==> config.mk <==
export PLATFORM = sky130hd
export DESIGN_NAME = ifetch_unit
export DESIGN_NICKNAME = d
export VERILOG_FILES = /design/src/rtl/ifetch_unit.sv
export SDC_FILE = /design/constraint.sdc
export NUM_CORES = 1
export LEC_CHECK = 0
export ABC_AREA = 1
export ABC_CLOCK_PERIOD_IN_PS = 1400
export BUFFER_PORTS_ARGS = -buffer_cell sky130_fd_sc_hd__buf_4
export CAP_MARGIN = 10
export CORE_ASPECT_RATIO = 0.8
export CORE_MARGIN = 3
export CORE_UTILIZATION = 43
export DETAILED_ROUTE_END_ITERATION = 7
export HOLD_SLACK_MARGIN = 0.03
export PLACE_DENSITY = 0.85
export SLEW_MARGIN = 20
export SYNTH_ARGS = -nofsm -noshare
export SYNTH_HDL_FRONTEND = slang
export SYNTH_SLANG_ARGS = --single-unit
export TNS_END_PERCENT = 30
==> constraint.sdc <==
create_clock -name clk -period 1.4 [get_ports clk]
set_clock_uncertainty 0.05 [all_clocks]
set_input_delay 0.21 -clock clk [delete_from_list [all_inputs] [get_ports clk]]
set_output_delay 0.21 -clock clk [all_outputs]
set_load 0.01 [all_outputs]
==> src/rtl/ifetch_unit.sv <==
// Instruction-fetch stage: owns the PC, fetches over a req/gnt/rvalid
// handshake and holds the fetched word until the core commits the next PC.
module ifetch_unit #(
  parameter logic [31:0] RESET_PC = 32'h0000_0000
) (
  input  logic        clk,
  input  logic        rst,
  input  logic [31:0] npc,
  input  logic        npc_en,
  output logic [31:0] pc,
  output logic        imem_req,
  output logic [31:0] imem_addr,
  input  logic        imem_gnt,
  input  logic        imem_rvalid,
  input  logic [31:0] imem_rdata,
  output logic [31:0] instr,
  output logic        instr_valid,
  output logic        misalign_err,
  output logic [31:0] fetch_cnt
);

  typedef enum logic [2:0] {
    IDLE,
    REQ,
    WAIT,
    HOLD,
    HALT
  } state_t;

  state_t      state, state_nxt;
  logic [31:0] pc_nxt;
  logic [31:0] instr_nxt;
  logic [31:0] cnt_nxt;
  logic        iv_nxt;
  logic        me_nxt;

  always_ff @(posedge clk) begin
    if (rst) begin
      state        <= IDLE;
      pc           <= RESET_PC;
      instr        <= '0;
      instr_valid  <= 1'b0;
      misalign_err <= 1'b0;
      fetch_cnt    <= '0;
    end else begin
      state        <= state_nxt;
      pc           <= pc_nxt;
      instr        <= instr_nxt;
      instr_valid  <= iv_nxt;
      misalign_err <= me_nxt;
      fetch_cnt    <= cnt_nxt;
    end
  end

  always_comb begin
    state_nxt = state;
    pc_nxt    = pc;
    instr_nxt = instr;
    iv_nxt    = instr_valid;
    me_nxt    = misalign_err;
    cnt_nxt   = fetch_cnt;
    case (state)
      IDLE: state_nxt = REQ;
      REQ: begin
        if (imem_gnt) state_nxt = WAIT;
      end
      WAIT: begin
        if (imem_rvalid) begin
          instr_nxt = imem_rdata;
          iv_nxt    = 1'b1;
          cnt_nxt   = fetch_cnt + 32'd1;
          state_nxt = HOLD;
        end
      end
      HOLD: begin
        if (npc_en) begin
          iv_nxt = 1'b0;
          // A misaligned target is never fetched; the core parks in HALT.
          if (npc[1:0] == 2'b00) begin
            pc_nxt    = npc;
            state_nxt = REQ;
          end else begin
            me_nxt    = 1'b1;
            state_nxt = HALT;
          end
        end
      end
      HALT:    state_nxt = HALT;
      default: state_nxt = IDLE;
    endcase
  end

  // Gated by rst so no request leaks out while reset is being applied.
  assign imem_req  = (state == REQ) && !rst;
  assign imem_addr = pc;

endmodule

# Word level (Yosys, flattened, before mapping)
# Cells that the tools add are included.
op_classes:
  n_mul: 0
  order_cmp: 0
  addsub: 1
  n_mux: 8
  shifts: 0
  div: 0
  eq_ne: 7
  n_reduce_logical: 10
  bitwise: 1
op_table:
  columns: ["operator", "n"]
  rows:
  - ["adder 32 x 1 -> 32 bit (second input constant)", 1]
  - ["one-hot mux 3 bit (5 select lines)", 1]
  - ["two-way mux 3 bit", 4]
  - ["AND reduction 3 bit", 4]
  - ["== test 3 x 2 -> 1 bit (second input constant)", 2]
  - ["!= test 2 bit (second input constant)", 3]
  - ["== test 3 x 1 -> 1 bit (second input constant)", 1]
  - ["== test 3 bit (second input constant)", 1]
  - ["logical NOT 3 bit", 1]
  - ["logical NOT 2 bit", 1]
  - ["two-way mux 1 bit", 2]
  - ["one-hot mux 1 bit (2 select lines)", 1]
  - ["AND reduction 2 bit", 1]
  - ["nonzero test 2 bit", 1]
  - ["logical AND 1 bit", 1]
  - ["logical NOT 1 bit", 1]
  - ["inverter 1 bit", 1]
word_totals:
  output_inout_bits: 131
  word_cells: 33
  reg_bits: 101
  mem_bits_ro: 0
  inputBits: 69
  n_memories: 0
  mem_bits_rw: 0
  latch_bits: 0

# Depth between registers and ports, before layout
# Gate-level depths: netlist of the first run.
logic_depth:
  word_depth: 4
  ltp_mapped: 10
  mapped_depth_nobuf: 10

# Worst setup path before layout of the first run
# No wires, ideal clock.
synth_timing:
  path_type: "register -> register"
  from: "register fetch_cnt[1]"
  to: "register fetch_cnt[14]"
  t_required_ns: 1.240
  slack_ns: -0.123
  arrival_time_ns: 1.363
  n_path_buf: 0
  stages_incl_launch_ff: 11
  period_less_slack_ns: 1.523
  path_cell_list: "dfxtp_1 > ha_1 > nand2_1 > nor2_2 > nand2_1 > nor2_4 > nand2_2 > nor2_1 > nand2_1 > nand2_1 > nor2_1"
synth_between:
  elab_chain_len: 1
synth_rtl:
  columns: ["item", "line", "source"]
  rows:
  - ["from (decl)", "19", "output logic [31:0] fetch_cnt"]
  - ["from (signal assigned)", "51", "fetch_cnt <= cnt_nxt;"]
  - ["adder 32 x 1 -> 32 bit", "71", "cnt_nxt = fetch_cnt + 32'd1;"]
# Every way passes these cells.
# A chain may end at the register's enable or synchronous reset.

# Worst setup path after layout of the first run
layout_timing:
  from: "register state[2]"
  to: "register fetch_cnt[14]"
layout_between:
  elab_chain_len: 2
layout_rtl:
  columns: ["item", "line", "source"]
  rows:
  - ["from (decl)", "30", "state_t state, state_nxt;"]
  - ["from (signal assigned)", "46", "state <= state_nxt;"]
  - ["== test 3 x 2 -> 1 bit", "62", "case (state)"]
  - ["AND reduction 2 bit (no line)", null, null]
# Every way passes these cells.

==> metrics.txt, run 1 <==
# TYPE chip_impl_metric gauge
chip_impl_info{name="synth_top_cells_by_count",value="sky130_fd_sc_hd__nand2_1 (153), sky130_fd_sc_hd__dfxtp_1 (101), sky130_fd_sc_hd__inv_1 (81)"} 1
chip_impl_metric{name="num-fill-cells",unit=""} 837
chip_impl_info{name="crit_path_end_kind",value="flip-flop"} 1
chip_impl_info{name="ys.flop_type",value="sky130_fd_sc_hd__dfxtp_1"} 1
chip_impl_metric{name="report.final.slew_viol_count",unit=""} 0
chip_impl_metric{name="floorplan.initialDensity",unit="%"} 44.33
chip_impl_metric{name="reg2regPathDepth",unit=""} 9
chip_impl_metric{name="crit_arrival",unit="ps"} 1670
chip_impl_metric{name="final_cell_area",unit="µm²"} 6974
chip_impl_metric{name="numClockSinks",unit=""} 101
chip_impl_metric{name="static-leakage-power",unit="nW"} 3.113
chip_impl_metric{name="hold_buffers",unit=""} 0
chip_impl_metric{name="viasPerCell",unit=""} 4.821
chip_impl_metric{name="number_of_enable_type_register_cells_in_the_synthesized_netlist",unit=""} 0
chip_impl_metric{name="synth_cell_types",unit=""} 31
chip_impl_info{name="yosysMostFrequentCell",value="sky130_fd_sc_hd__nand2_1"} 1
chip_impl_info{name="r2r-end",value="fetch_cnt[14]"} 1
chip_impl_metric{name="dr.pass1.iters",unit=""} 5
chip_impl_metric{name="crit_path_max_incr_delay",unit="ps"} 340
chip_impl_metric{name="count_of_yosys_warnings_during_synthesis",unit=""} 0
chip_impl_metric{name="finalSetupViolations",unit=""} 15
chip_impl_metric{name="placed_cells_incl_taps",unit=""} 969
chip_impl_metric{name="die_width",unit="µm"} 121.3
chip_impl_metric{name="detailed_place_hpwl",unit="µm"} 9751
chip_impl_metric{name="routed_wl",unit="µm"} 14420
chip_impl_metric{name="antenna_cells",unit=""} 0
chip_impl_metric{name="max_freq",unit="MHz"} 674.9
chip_impl_metric{name="antenna_found_initial",unit=""} 0
chip_impl_info{name="whs_endpoint",value="fetch_cnt[1]"} 1
chip_impl_info{name="outcome",value="complete, but fails checks"} 1
chip_impl_info{name="critical-path-top-cell-by-count",value="sky130_fd_sc_hd__nor2_4"} 1
chip_impl_metric{name="remaining_drc_errors",unit=""} 0
chip_impl_info{name="failing_checks",value="setup timing"} 1
chip_impl_metric{name="drive_above_1_share",unit="%"} 40.26
chip_impl_metric{name="power-per-cell-area",unit="nW/µm²"} 1062
chip_impl_metric{name="critical_path.max_fanout",unit=""} 7
chip_impl_metric{name="dieHeight",unit="µm"} 98.27
chip_impl_metric{name="tritoncts.num_buffers",unit=""} 9
chip_impl_metric{name="grt_util_all_layers",unit="%"} 21.54
chip_impl_metric{name="synth_fp_nets",unit=""} 714
chip_impl_metric{name="maxCapViolations",unit=""} 0
chip_impl_metric{name="via_count_of_the_first_global_routing_pass",unit=""} 4314
chip_impl_metric{name="fp-row-count",unit=""} 33
chip_impl_metric{name="post-route-period-util",unit="%"} 105.8
chip_impl_metric{name="numnets_final",unit=""} 928
chip_impl_metric{name="stdcell_count",unit=""} 1002
chip_impl_metric{name="yosys_register_bits",unit=""} 101
chip_impl_metric{name="mapped_cells",unit=""} 644
chip_impl_info{name="crit_chain",value="nor2_4, nand3_4, buf_12, nor2_4, nand2_2, nor2_4, nand2_2, nand2_1, nor2_1"} 1
chip_impl_metric{name="min_period",unit="ps"} 1482
chip_impl_metric{name="antenna_violation_net_count_after_detailed_routing",unit=""} 0
chip_impl_metric{name="longest_clk_path_bufs",unit=""} 2
chip_impl_info{name="min-delay-start",value="rst"} 1
chip_impl_metric{name="area_growth_syn_to_layout",unit="%"} 52.42
chip_impl_metric{name="number_of_cells_traversed_by_the_worst_hold_path",unit=""} 2
chip_impl_metric{name="yosysSeqAreaShare",unit="%"} 44.19
chip_impl_metric{name="critPathBufInv",unit=""} 1
chip_impl_info{name="crit_path_start_kind",value="flip-flop"} 1
chip_impl_info{name="tritoncts",value="done"} 1
chip_impl_metric{name="fp.dieArea",unit="µm²"} 11920
chip_impl_metric{name="synthesis.area_per_instance",unit="µm²"} 7.105
chip_impl_metric{name="max-vdd-ir-drop",unit="V"} 0.0009906
chip_impl_info{name="cts.root.buffer_cell",value="sky130_fd_sc_hd__clkbuf_16"} 1
chip_impl_metric{name="placedInstanceArea",unit="µm²"} 6279
chip_impl_info{name="critPathKind",value="flip-flop to flip-flop"} 1
chip_impl_metric{name="regToRegSetupSlack",unit="ps"} -80
chip_impl_metric{name="postLayoutSetupSlackWorst",unit="ps"} -81.78
chip_impl_metric{name="grt-ovfl-total",unit=""} 0
chip_impl_info{name="worst_path_max_delay_cell",value="sky130_fd_sc_hd__dfxtp_2"} 1
chip_impl_metric{name="grt_max_degree",unit=""} 63
chip_impl_info{name="grt_setup_unrepaired",value="true"} 1
chip_impl_info{name="post_synth_top_area_cell",value="sky130_fd_sc_hd__dfxtp_1"} 1
chip_impl_info{name="worst_path_dominant_cell_family",value="simple AND/OR/NAND/NOR gates"} 1
chip_impl_metric{name="finalWeightedCongestion",unit=""} 0.9805
chip_impl_metric{name="starting_drt_drc_count",unit=""} 243
chip_impl_metric{name="wire_length_of_the_first_global_routing_pass",unit="µm"} 20780
chip_impl_info{name="timing.hold.worst.class",value="input pin to flip-flop"} 1
chip_impl_metric{name="routed_wl_per_cell",unit="µm"} 14.39
chip_impl_metric{name="worst_slew_pin_slew",unit="ps"} 340.5
chip_impl_metric{name="clock_insertion_delay_worst_skew",unit="ps"} 340
chip_impl_info{name="synth.top_cells.by_area",value="sky130_fd_sc_hd__dfxtp_1 (44%), sky130_fd_sc_hd__nand2_1 (13%), sky130_fd_sc_hd__a21oi_1 (8.8%)"} 1
chip_impl_metric{name="final.hold.worst_slack",unit="ps"} 50.45
chip_impl_info{name="r2r_startpoint",value="state[2]"} 1
chip_impl_metric{name="post-place-ws",unit="ps"} -102.5
chip_impl_metric{name="required_time_reported_for_the_critical_path_endpoint",unit="ps"} 1590
chip_impl_metric{name="slew_headroom",unit="%"} 77.22
chip_impl_metric{name="boundaryPins",unit=""} 200
chip_impl_metric{name="yosysTopAreaCellShare",unit="%"} 44.19
chip_impl_metric{name="report.final.hold_viol_count",unit=""} 0
chip_impl_metric{name="number_of_i_o_port_buffers",unit=""} 199
chip_impl_metric{name="vias",unit=""} 4831
chip_impl_metric{name="core-area",unit="µm²"} 10320
chip_impl_metric{name="share_of_flip_flops_with_an_asynchronous_set_or_reset",unit="%"} 0
chip_impl_metric{name="clock_pin_slew_worst_setup_and_hold_paths",unit="ps"} 70
chip_impl_metric{name="ctsHtreeMaxLevel",unit=""} 3
chip_impl_metric{name="netlist_area",unit="µm²"} 4576
-- timing repair --
action | CTS | global route
setup buffers | 6 | 10
gates resized for setup | 16 | 52
gates cloned | 0 | 2
pin swaps | 4 | 13
setup endpoints to repair | 58 | 96
-- area by class of cell --
class | instances | area (µm²) | area share, %
clock inverter | 6 | 70.07 | 1.005
sequential | 101 | 2053 | 29.44
inverter | 82 | 314.1 | 4.503
multi-input combinational | 403 | 2048 | 29.37
clock buffer | 9 | 225.2 | 3.229
timing repair buffer | 261 | 2088 | 29.94
tap | 140 | 175.2 | 2.512
-- placed cells by master, fill, tap and decap left out, types with 2 or more instances in the layout --
cell and count:
sky130_fd_sc_hd__buf_12 6, sky130_fd_sc_hd__nand2_4 2, sky130_fd_sc_hd__dfxtp_4 4, sky130_fd_sc_hd__nor3_2 3, sky130_fd_sc_hd__inv_2 2, sky130_fd_sc_hd__nor2_4 14, sky130_fd_sc_hd__clkbuf_16 11, sky130_fd_sc_hd__o21bai_1 2
sky130_fd_sc_hd__nand3_2 2, sky130_fd_sc_hd__nand3_4 2, sky130_fd_sc_hd__nand2_2 13, sky130_fd_sc_hd__buf_6 5, sky130_fd_sc_hd__inv_4 2, sky130_fd_sc_hd__inv_1 78, sky130_fd_sc_hd__nor2_1 49, sky130_fd_sc_hd__o21ai_0 35
sky130_fd_sc_hd__a21oi_2 5, sky130_fd_sc_hd__o21ai_1 4, sky130_fd_sc_hd__dfxtp_2 13, sky130_fd_sc_hd__nand4_1 11, sky130_fd_sc_hd__nand3b_1 2, sky130_fd_sc_hd__nand3_1 25, sky130_fd_sc_hd__buf_4 248, sky130_fd_sc_hd__nor3_1 6
sky130_fd_sc_hd__nor2_2 5, sky130_fd_sc_hd__nand2_1 140, sky130_fd_sc_hd__a21oi_1 75, sky130_fd_sc_hd__dfxtp_1 84
-- metal layers --
metal / track usage, % / vias to the layer above / part of all wire, %
met3: 8.396 / 22 / 9.3
li1: - / 2435 / -
met4: 6.632 / 0 / 1.5
met2: 34.69 / 200 / 48
met1: 26.65 / 2174 / 41
met5: 0 / - / 0
-- power by group --
group	internal [mW]	switching, mW
Combinational	0.877	0.822
Sequential	3.05	0.132
Clock	1.40	1.13
-- flip-flops by register name, summed over array words and instances (netlist names) --
name	count
fetch_cnt	32
imem_addr	32
instr	32
instr_valid	1
misalign_err	1
state	3
-- metrics by stage --
step | power (mW) | util, % | setup TNS, ps
final | 7.409 | 67.56 | -472.8
after global routing | 7.737 | 67.56 | -5445
after CTS | 7.207 | 64.64 | -249.3
after detailed placement | 4.571 | 60.82 | -735.0
after global placement | 4.553 | 60.82 | -271.5
after floorplan | 3.974 | - | 0
-- kinds of logic after synthesis --
family	share of synthesized area, %
adders and majority gates	0.2734
xor gates and xnor gates	0.3829
DFF	44.19
buffers and inverters	14.98
and+or+nand+nor	26.72
AOI/OAI and AO/OA	13.45
-- worst max path at each step --
stage,from,endpoint,slack (ps),depth (start not counted)
finish,state[2],fetch_cnt[14],-80,9
global route,fetch_cnt[1],fetch_cnt[14],-170,10
CTS,state[0],fetch_cnt[14],-50,9
detailed placement,fetch_cnt[0],fetch_cnt[13],-100,7
global placement,fetch_cnt[0],fetch_cnt[13],-90,7
floorplan,fetch_cnt[0],fetch_cnt[14],8,10
No activity file was read; power rests on OpenSTA's default activity.
==> inputs of run 2 (changes only) <==
- CORE_MARGIN: 3 -> not set
- SLEW_MARGIN: 20 -> not set
==> metrics.txt, run 2 (same netlist as run 1, synthesis figures left out) <==
# TYPE chip_impl_metric gauge
chip_impl_metric{name="design_power_total",unit="mW"} 7.186
chip_impl_metric{name="grt_max_degree",unit=""} 63
chip_impl_metric{name="slew_headroom",unit="%"} 80.23
chip_impl_metric{name="crit_path_max_incr_delay",unit="ps"} 350
chip_impl_info{name="outcome",value="complete, but fails checks"} 1
chip_impl_metric{name="core-area",unit="µm²"} 10280
chip_impl_metric{name="postLayoutSetupSlackWorst",unit="ps"} -64.01
chip_impl_info{name="crit_path_start_kind",value="flip-flop"} 1
chip_impl_metric{name="utilization",unit="%"} 67.54
chip_impl_metric{name="numnets_final",unit=""} 919
chip_impl_metric{name="regToRegSetupSlack",unit="ps"} -50
chip_impl_metric{name="number_of_i_o_port_buffers",unit=""} 199
chip_impl_metric{name="starting_drt_drc_count",unit=""} 262
chip_impl_info{name="grt_setup_unrepaired",value="true"} 1
chip_impl_info{name="crit_path_end_kind",value="output port"} 1
chip_impl_metric{name="drive_above_1_share",unit="%"} 40.80
chip_impl_metric{name="boundaryPins",unit=""} 200
chip_impl_info{name="failing_checks",value="setup timing"} 1
chip_impl_metric{name="power-per-cell-area",unit="nW/µm²"} 1035
chip_impl_metric{name="grt-ovfl-total",unit=""} 0
chip_impl_metric{name="num-fill-cells",unit=""} 843
chip_impl_metric{name="detailed_place_hpwl",unit="µm"} 9494
chip_impl_info{name="cts.root.buffer_cell",value="sky130_fd_sc_hd__clkbuf_16"} 1
chip_impl_metric{name="worst_slew_pin_slew",unit="ps"} 295.5
chip_impl_metric{name="die_width",unit="µm"} 117.3
chip_impl_metric{name="dieHeight",unit="µm"} 94.27
chip_impl_metric{name="hold_buffers",unit=""} 0
chip_impl_info{name="crit_chain",value="buf_6, nand3b_1, nor2_1, buf_4"} 1
chip_impl_info{name="r2r_startpoint",value="fetch_cnt[1]"} 1
chip_impl_info{name="tritoncts",value="done"} 1
chip_impl_info{name="critPathKind",value="flip-flop to output port"} 1
chip_impl_metric{name="critical_path.max_fanout",unit=""} 2
chip_impl_metric{name="required_time_reported_for_the_critical_path_endpoint",unit="ps"} 1140
chip_impl_metric{name="report.final.hold_viol_count",unit=""} 0
chip_impl_metric{name="crit_arrival",unit="ps"} 1200
chip_impl_metric{name="clock_pin_slew_worst_setup_and_hold_paths",unit="ps"} 80
chip_impl_metric{name="min_period",unit="ps"} 1464
chip_impl_metric{name="max_freq",unit="MHz"} 683.1
chip_impl_metric{name="report.final.slew_viol_count",unit=""} 0
chip_impl_metric{name="routed_wl_per_cell",unit="µm"} 14.00
chip_impl_metric{name="antenna_violation_net_count_after_detailed_routing",unit=""} 0
chip_impl_metric{name="viasPerCell",unit=""} 4.860
chip_impl_metric{name="antenna_cells",unit=""} 0
chip_impl_metric{name="grt_util_all_layers",unit="%"} 23.45
chip_impl_metric{name="post-route-period-util",unit="%"} 104.6
chip_impl_metric{name="critPathBufInv",unit=""} 2
chip_impl_info{name="whs_endpoint",value="fetch_cnt[19]"} 1
chip_impl_metric{name="max-vdd-ir-drop",unit="V"} 0.0007501
chip_impl_metric{name="routed_wl",unit="µm"} 13910
chip_impl_metric{name="wire_length_of_the_first_global_routing_pass",unit="µm"} 20830
chip_impl_metric{name="numClockSinks",unit=""} 101
chip_impl_info{name="worstSetupStartpoint",value="state[1]"} 1
chip_impl_info{name="r2r-end",value="fetch_cnt[16]"} 1
chip_impl_metric{name="ctsHtreeMaxLevel",unit=""} 3
chip_impl_metric{name="static-leakage-power",unit="nW"} 3.107
chip_impl_metric{name="tritoncts.num_buffers",unit=""} 9
chip_impl_metric{name="floorplan.initialDensity",unit="%"} 44.51
chip_impl_metric{name="area_growth_syn_to_layout",unit="%"} 51.76
chip_impl_metric{name="maxCapViolations",unit=""} 0
chip_impl_metric{name="number_of_cells_traversed_by_the_worst_hold_path",unit=""} 2
chip_impl_metric{name="dr.pass1.iters",unit=""} 4
chip_impl_info{name="worst_path_dominant_cell_family",value="flip-flops"} 1
chip_impl_metric{name="remaining_drc_errors",unit=""} 0
chip_impl_metric{name="reg2regPathDepth",unit=""} 9
chip_impl_metric{name="finalWeightedCongestion",unit=""} 0.9017
chip_impl_info{name="layout.cells.most_common",value="sky130_fd_sc_hd__buf_4"} 1
chip_impl_info{name="min-delay-start",value="rst"} 1
chip_impl_metric{name="fp.dieArea",unit="µm²"} 11060
chip_impl_metric{name="fp-row-count",unit=""} 33
chip_impl_metric{name="vias",unit=""} 4826
chip_impl_metric{name="finalSetupViolations",unit=""} 26
chip_impl_metric{name="final.hold.worst_slack",unit="ps"} 45.94
chip_impl_metric{name="antenna_found_initial",unit=""} 0
chip_impl_metric{name="via_count_of_the_first_global_routing_pass",unit=""} 4428
chip_impl_info{name="worst_path_max_delay_cell",value="sky130_fd_sc_hd__dfxtp_4"} 1
chip_impl_metric{name="clock_insertion_delay_worst_skew",unit="ps"} 350
chip_impl_info{name="layout.cells.most_common_list",value="sky130_fd_sc_hd__buf_4 (238), sky130_fd_sc_hd__nand2_1 (149), sky130_fd_sc_hd__dfxtp_1 (85)"} 1
chip_impl_metric{name="longest_clk_path_bufs",unit=""} 2
chip_impl_info{name="timing.hold.worst.class",value="input pin to flip-flop"} 1
run 2: per-layer routing:
metal  part of all wire (%)  GRT usage, %  up-vias
met5                      0             0        -
met4                    1.2         6.494        0
met3                    7.4         7.403       15
met2                     47         38.76      156
met1                     44         29.41     2232
li1                       -             -     2423
run 2: cell type report:
| cell class | count | area [µm²] | share of cell area, % |
|---|---|---|---|
| clock inverter | 6 | 53.80 | 0.7748 |
| tap | 140 | 175.2 | 2.523 |
| inverter | 82 | 307.8 | 4.432 |
| sequential | 101 | 2049 | 29.51 |
| timing repair buffer | 252 | 2033 | 29.28 |
| clock buffer | 9 | 225.2 | 3.243 |
| multi-input combinational | 403 | 2100 | 30.23 |
run 2: per-stage QoR:
stage | cells | setup WS [ps] | setup TNS [ps] | cell area (µm²)
after CTS | 988 | -79.87 | -201.7 | 6685
after global placement | 967 | -52.33 | -127.9 | 6301
after global routing | 993 | -149.4 | -5569 | 6944
final | 993 | -64.01 | -455.0 | 6944
after detailed placement | 967 | -96.58 | -486.3 | 6301
after floorplan | 644 | 8.163 | 0 | 4607
run 2: report_power, final:
| group | total, mW | internal (mW) | leakage [nW] | switching, mW |
|---|---|---|---|---|
| clock | 2.38 | 1.23 | 0.134 | 1.15 |
| sequential | 3.18 | 3.06 | 0.824 | 0.124 |
| combinational | 1.63 | 0.810 | 2.15 | 0.816 |
run 2: worst reg2reg max path, cell delays in order, from the launching register on:
cell	delay, ps
sky130_fd_sc_hd__dfxtp_4	370
sky130_fd_sc_hd__ha_4	150
sky130_fd_sc_hd__nand2_4	50
sky130_fd_sc_hd__nor2_4	140
sky130_fd_sc_hd__nand2_4	100
sky130_fd_sc_hd__nor2_4	170
sky130_fd_sc_hd__nand2_2	80
sky130_fd_sc_hd__o21bai_1	150
sky130_fd_sc_hd__nand2_1	60
sky130_fd_sc_hd__nor2_1	80
run 2: how the worst max path moves through the flow:
stage,to,slack [ps],cells after the start
after floorplan,fetch_cnt[14],8,10
after global placement,fetch_cnt[14],-50,10
after detailed placement,fetch_cnt[16],-100,9
after CTS,imem_req,-80,4
after global routing,fetch_cnt[14],-150,10
final,imem_req,-60,4
run 2: timing repair:
| action | in CTS | in global routing |
|---|---|---|
| cloned | 0 | 4 |
| pin swaps | 12 | 8 |
| setup endpoints to repair | 25 | 93 |
| gates resized for setup | 21 | 76 |
| setup buffers | 6 | 1 |
